**src/rtl/axis_frame_guard_if.sv**
```systemverilog
// AXI-stream beat bundle (data, valid/ready handshake, end-of-frame, bad-frame flag)
// shared by the ingress and egress sides of axis_frame_guard.
interface axis_frame_guard_if #(
   parameter int unsigned DATA_WIDTH = 8
);
   logic [DATA_WIDTH-1:0] tdata;
   logic                  tvalid;
   logic                  tready;
   logic                  tlast;
   logic                  tuser;

   modport master (
      output tdata,
      output tvalid,
      input  tready,
      output tlast,
      output tuser
   );

   modport slave (
      input  tdata,
      input  tvalid,
      output tready,
      input  tlast,
      input  tuser
   );
endinterface

```
**src/rtl/axis_frame_guard.sv**
```systemverilog
// Frame-length guard ahead of the frame FIFO: truncates over-long frames (tlast+tuser forced)
// and drops their tail. Optional runt flagging via `AXIS_FRAME_GUARD_RUNT_EN.
module axis_frame_guard #(
   parameter int unsigned DATA_WIDTH = 8,
   parameter int unsigned MAX_LEN    = 1522,
   parameter int unsigned MIN_LEN    = 64,
   parameter int unsigned LEN_WIDTH  = 16
) (
   input  logic                      clk,
   input  logic                      rst_n,
   axis_frame_guard_if.slave         input_axis,
   axis_frame_guard_if.master        output_axis,
   output logic                      trunc_frame
);

   typedef enum logic {
      ST_PASS    = 1'b0,
      ST_DISCARD = 1'b1
   } state_t;

   // Elaboration-time parameter sanity
   if (MAX_LEN < 1 || 64'(MAX_LEN) >= (64'd1 << LEN_WIDTH)) begin : g_bad_max_len
      $error("axis_frame_guard: MAX_LEN must be in 1 .. 2**LEN_WIDTH-1");
   end
   if (MIN_LEN < 1 || MIN_LEN > MAX_LEN) begin : g_bad_min_len
      $error("axis_frame_guard: MIN_LEN must be in 1 .. MAX_LEN");
   end

   state_t                state;
   logic [LEN_WIDTH-1:0]  cnt;
   logic [DATA_WIDTH-1:0] out_data;
   logic                  out_valid;
   logic                  out_last;
   logic                  out_user;

   logic [LEN_WIDTH-1:0]  cnt_inc_c;
   logic                  at_max_c;
   logic                  in_ready_c;
   logic                  accept_c;
   logic                  drain_c;
   logic                  runt_c;

   // Handshake and length decode
   always_comb begin
      cnt_inc_c  = cnt + LEN_WIDTH'(1);
      at_max_c   = (cnt_inc_c == LEN_WIDTH'(MAX_LEN));
      in_ready_c = (state == ST_DISCARD) || !out_valid || output_axis.tready;
      accept_c   = input_axis.tvalid && in_ready_c;
      drain_c    = out_valid && output_axis.tready;
   end

`ifdef AXIS_FRAME_GUARD_RUNT_EN
   assign runt_c = (cnt_inc_c < LEN_WIDTH'(MIN_LEN));
`else
   assign runt_c = 1'b0;
`endif

   assign input_axis.tready  = in_ready_c;
   assign output_axis.tdata  = out_data;
   assign output_axis.tvalid = out_valid;
   assign output_axis.tlast  = out_last;
   assign output_axis.tuser  = out_user;

   // State, beat counter and the single output register stage
   always_ff @(posedge clk or negedge rst_n) begin
      if (!rst_n) begin
         state       <= ST_PASS;
         cnt         <= '0;
         out_valid   <= 1'b0;
         out_data    <= '0;
         out_last    <= 1'b0;
         out_user    <= 1'b0;
         trunc_frame <= 1'b0;
      end else begin
         trunc_frame <= 1'b0;
         if (drain_c) begin
            out_valid <= 1'b0;
         end
         if (accept_c) begin
            case (state)
               ST_PASS: begin
                  out_valid <= 1'b1;
                  out_data  <= input_axis.tdata;
                  if (input_axis.tlast) begin
                     out_last <= 1'b1;
                     out_user <= input_axis.tuser | runt_c;
                     cnt      <= '0;
                  end else if (at_max_c) begin
                     // Frame hit the limit without tlast: close it as bad, drop the tail
                     out_last    <= 1'b1;
                     out_user    <= 1'b1;
                     cnt         <= '0;
                     state       <= ST_DISCARD;
                     trunc_frame <= 1'b1;
                  end else begin
                     out_last <= 1'b0;
                     out_user <= 1'b0;
                     cnt      <= cnt_inc_c;
                  end
               end
               ST_DISCARD: begin
                  if (input_axis.tlast) begin
                     state <= ST_PASS;
                  end
               end
               default: state <= ST_PASS;
            endcase
         end
      end
   end

endmodule

```
**src/flat_wrapper.sv**
```systemverilog
// flat-port wrapper written by rule: the top's interface ports become plain ports
module axis_frame_guard_flat 
#(
   parameter int unsigned DATA_WIDTH = 8,
   parameter int unsigned MAX_LEN    = 1522,
   parameter int unsigned MIN_LEN    = 64,
   parameter int unsigned LEN_WIDTH  = 16
)
  (clk, rst_n, trunc_frame, input_axis_tdata, input_axis_tvalid, input_axis_tready, input_axis_tlast, input_axis_tuser, output_axis_tdata, output_axis_tvalid, output_axis_tready, output_axis_tlast, output_axis_tuser);
  axis_frame_guard_if #(.DATA_WIDTH(DATA_WIDTH)) input_axis_i ();
  axis_frame_guard_if #(.DATA_WIDTH(DATA_WIDTH)) output_axis_i ();
  input  logic clk;
  input  logic rst_n;
  output logic trunc_frame;
  input wire logic [$bits(input_axis_i.tdata)-1:0] input_axis_tdata;
  input wire logic [$bits(input_axis_i.tvalid)-1:0] input_axis_tvalid;
  output wire logic [$bits(input_axis_i.tready)-1:0] input_axis_tready;
  input wire logic [$bits(input_axis_i.tlast)-1:0] input_axis_tlast;
  input wire logic [$bits(input_axis_i.tuser)-1:0] input_axis_tuser;
  output wire logic [$bits(output_axis_i.tdata)-1:0] output_axis_tdata;
  output wire logic [$bits(output_axis_i.tvalid)-1:0] output_axis_tvalid;
  input wire logic [$bits(output_axis_i.tready)-1:0] output_axis_tready;
  output wire logic [$bits(output_axis_i.tlast)-1:0] output_axis_tlast;
  output wire logic [$bits(output_axis_i.tuser)-1:0] output_axis_tuser;
  assign input_axis_i.tdata = input_axis_tdata;
  assign input_axis_i.tvalid = input_axis_tvalid;
  assign input_axis_tready = input_axis_i.tready;
  assign input_axis_i.tlast = input_axis_tlast;
  assign input_axis_i.tuser = input_axis_tuser;
  assign output_axis_tdata = output_axis_i.tdata;
  assign output_axis_tvalid = output_axis_i.tvalid;
  assign output_axis_i.tready = output_axis_tready;
  assign output_axis_tlast = output_axis_i.tlast;
  assign output_axis_tuser = output_axis_i.tuser;
  axis_frame_guard #(.DATA_WIDTH(DATA_WIDTH), .MAX_LEN(MAX_LEN), .MIN_LEN(MIN_LEN), .LEN_WIDTH(LEN_WIDTH)) u_core (.clk(clk), .rst_n(rst_n), .input_axis(input_axis_i), .output_axis(output_axis_i), .trunc_frame(trunc_frame));
endmodule
```
**config.mk**
```make
export PLATFORM = sky130hd
export DESIGN_NAME = axis_frame_guard_flat
export DESIGN_NICKNAME = d
export VERILOG_FILES = /design/src/rtl/axis_frame_guard_if.sv /design/src/rtl/axis_frame_guard.sv /design/src/flat_wrapper.sv
export SDC_FILE = /design/constraint.sdc
export NUM_CORES = 1
export LEC_CHECK = 0
export CAP_MARGIN = 5
export CORE_MARGIN = 5
export CORE_UTILIZATION = 55
export CTS_BUF_LIST = sky130_fd_sc_hd__clkbuf_8
export DETAILED_ROUTE_END_ITERATION = 16
export PLACE_DENSITY = 0.81
export SLEW_MARGIN = 0
export SYNTH_ARGS = -nofsm -noshare
export SYNTH_HDL_FRONTEND = slang
export SYNTH_SLANG_ARGS = --single-unit
```
**constraint.sdc**
```tcl
create_clock -name clk -period 3.4 [get_ports clk]
set_clock_uncertainty 0.2 [all_clocks]
set_input_delay 0.85 -clock clk [delete_from_list [all_inputs] [get_ports clk]]
set_output_delay 0.85 -clock clk [all_outputs]
set_load 0.005 [all_outputs]
```
==> results by group <==
Logic synthesis
  • Yosys top cell by area: dfrtp_1
  • Synth top cells by count: nand2_1, dfrtp_1, nand3_1
  • EDFF count, synth: 0
  • Synth Instances: 193
  • Unique cell type count in the Yosys netlist: 48
  • Syn. warnings: 0
  • Sequential share of the synthesized area: 42.12%
  • Synth Net Count: 209
  • Avg Inst Size Synth: 8.927 sq um
  • Asr flop ratio synth: 100.0%
  • Share of the synthesized area in the top cell type: 42.12%
  • Synth Cell Area: 1723 sq um
  • Most frequent cell after synthesis: nand2_1
  • Synth area leaders: dfrtp_1, nand2_1, nand3_1
  • Ys flop type: dfrtp_1
  • FF+latch count, synth: 29

Power
  • Power per cell area: 511.7 nW/um^2
  • Tot Pwr: 1.099 mW
  • Leak: 0.8770 nW
  • Worst vdd ir: 320.1 uV

Route
  • DRC: 0
  • Wl on met1: 1688 um
  • DRT Pass-1 Iters: 4
  • Iter 0 DRT Violations: 148
  • DR top layer: met4
  • Vias per inst: 5.691
  • Met2 wire len: 2044 um
  • Post-DRT Antenna Nets: 0
  • Final wirelength: 3969 um
  • Average wire per standard cell: 14.98 um
  • DR vias: 1508
  • Met3 wire length: 208 um

Finish
  • Fin area: 2148 sq um
  • FILL cells: 228
  • Ant diodes: 0
  • Area Overhead vs Synth: 24.69%
  • Layout cells sized above 1: 12.67%
  • Final core utilization: 70.95%
  • Fin cells: 265
  • Nets: 236

Clock tree
  • Total CTS buffers: 5
  • CTS Buffer Depth: 2
  • Clk sinks: 29
  • CTS H-Tree Depth: 2
  • CTS-repair resized insts: 0
  • Root Driver: clkbuf_8
  • Post-CTS repair timing setup buffer count: 0
  • Cts hold-fix bufs: 0
  • TritonCTS clock tree: built
  • Worst skew pair latency: 0.28 ns
  • Reg clk slew, reported paths: 0.07 ns

GRT
  • Number of global-route vias before repair: 1533
  • Total GRT Usage: 19.96%
  • Largest net degree at the start of global routing: 30
  • First-pass GRT wire length: 6734 um
  • Initial antenna violation count: 0
  • Congestion Overflow GR: 0

STA
  • Post-route setup slack: 0.2466 ns
  • Tcrit/Tclk final: 92.75%
  • Final setup vio count: 0
  • RSZ-0062 raised after global routing: false
  • Total negative slack: 0 ns
  • Hold slack: 0.2820 ns
  • Final min period: 3.153 ns
  • Worst Tran Pin Value: 0.6067 ns
  • F_max: 317.1 MHz
  • Relative slew margins: 59.43%
  • Hold Vio Cnt, Final: 0
  • Max-slew violations: 0

Placed design
  • Setup WS pre-CTS: 0.2510 ns
  • Gpl congestion: 0.8820
  • Inst Count DP: 257
  • Number of port buffers: 26
  • Placed cell area: 2014 sq um
  • Dpl hpwl: 2826 um

Min path
  • Hold Path Origin: u_core.output_axis.tdata[4]
  • Hold/Removal Path Class: reg2reg
  • Hold depth: 2
  • Worst hold path endpoint: u_core.output_axis.tdata[4]

Floorplan
  • I/O pin cnt: 27
  • DIE AREA: 4352 sq um
  • Site Rows: 20
  • Effective utilization at floorplan: 56.90%
  • CORE AREA: 3028 sq um
  • Chip Width: 65.97 um
  • Die Ht: 65.97 um

Worst setup path
  • Crit. End Element: output pin
  • Worst r2r src: u_core.cnt[0]
  • Crit Path Category: in2out
  • Worst setup SP type: input pin
  • Critical path peak fanout: 4
  • Crit path required time: 2.35 ns
  • R2R depth: 8
  • Crit path DAT: 2.10 ns
  • R2R Setup Slk: 0.47 ns
  • Worst R2R End: u_core.cnt[9]

Status
  • Outcome: finished clean

Job
  • Max Cap Viol: 0
==> power breakdown <==
part	internal, mW	switching, mW
Clock	0.291	0.135
Combinational	0.103	0.0944
Sequential	0.395	0.0810
==> worst max-delay path: stages <==
cell	delay [ns]
clkdlybuf4s50_1	0.41
or3_1	0.37
clkdlybuf4s50_1	0.47
==> worst max-delay path by stage <==
stage,cells past startpoint,start,endpoint
floorplan,9,u_core.cnt[0],u_core.cnt[10]
global placement,3,output_axis_tready,input_axis_tready
detailed placement,3,output_axis_tready,input_axis_tready
CTS,3,output_axis_tready,input_axis_tready
global route,3,output_axis_tready,input_axis_tready
finish,3,output_axis_tready,input_axis_tready
==> registers in the layout, summed over array words and instances, names as in the netlist <==
name                       flops
u_core.output_axis.tvalid      1
u_core.output_axis.tdata       8
u_core.output_axis.tlast       1
u_core.state                   1
u_core.cnt                    16
u_core.trunc_frame             1
u_core.output_axis.tuser       1
==> placed cells by master (no fill, tap or decap), drive strengths merged, types with 5 or more instances in the layout <==
cell / count
nand2: 46
dfrtp: 29
clkdlybuf4s50: 26
nand3: 15
a21oi: 13
nor2: 9
inv: 8
nor3: 8
o21ai: 7
nand2b: 5
clkbuf: 5
o22ai: 5
==> kinds of logic (layout without fill, tap and decap cells) <==
kind of cell | count (synthesis) | count (layout) | synth area share, %
and+or+nand+nor | 102 | 102 | 31.37
adders and majority gates | 2 | 2 | 1.452
xor gates and xnor gates | 3 | 3 | 1.525
muxes | 1 | 1 | 0.5810
buffers and inverters | 17 | 45 | 4.429
AOI/OAI and AO/OA | 39 | 39 | 18.52
DFF | 29 | 29 | 42.12
==> final cells by class <==
cell class | count | area, sq um | share of cell area (%)
clock buffer | 5 | 68.82 | 3.203
clock inverter | 3 | 65.06 | 3.029
inverter | 8 | 30.03 | 1.398
multi-input combinational | 147 | 920.9 | 42.87
sequential | 29 | 725.7 | 33.78
tap | 44 | 55.05 | 2.563
timing repair buffer | 29 | 282.8 | 13.16
==> layer usage <==
metal | GRT usage (%) | up-vias
met5 | 0 | -
met4 | 7.360 | 0
met3 | 5.442 | 4
met2 | 34.92 | 41
met1 | 23.19 | 733
li1 | - | 730
(Power assumes the default switching activity.)
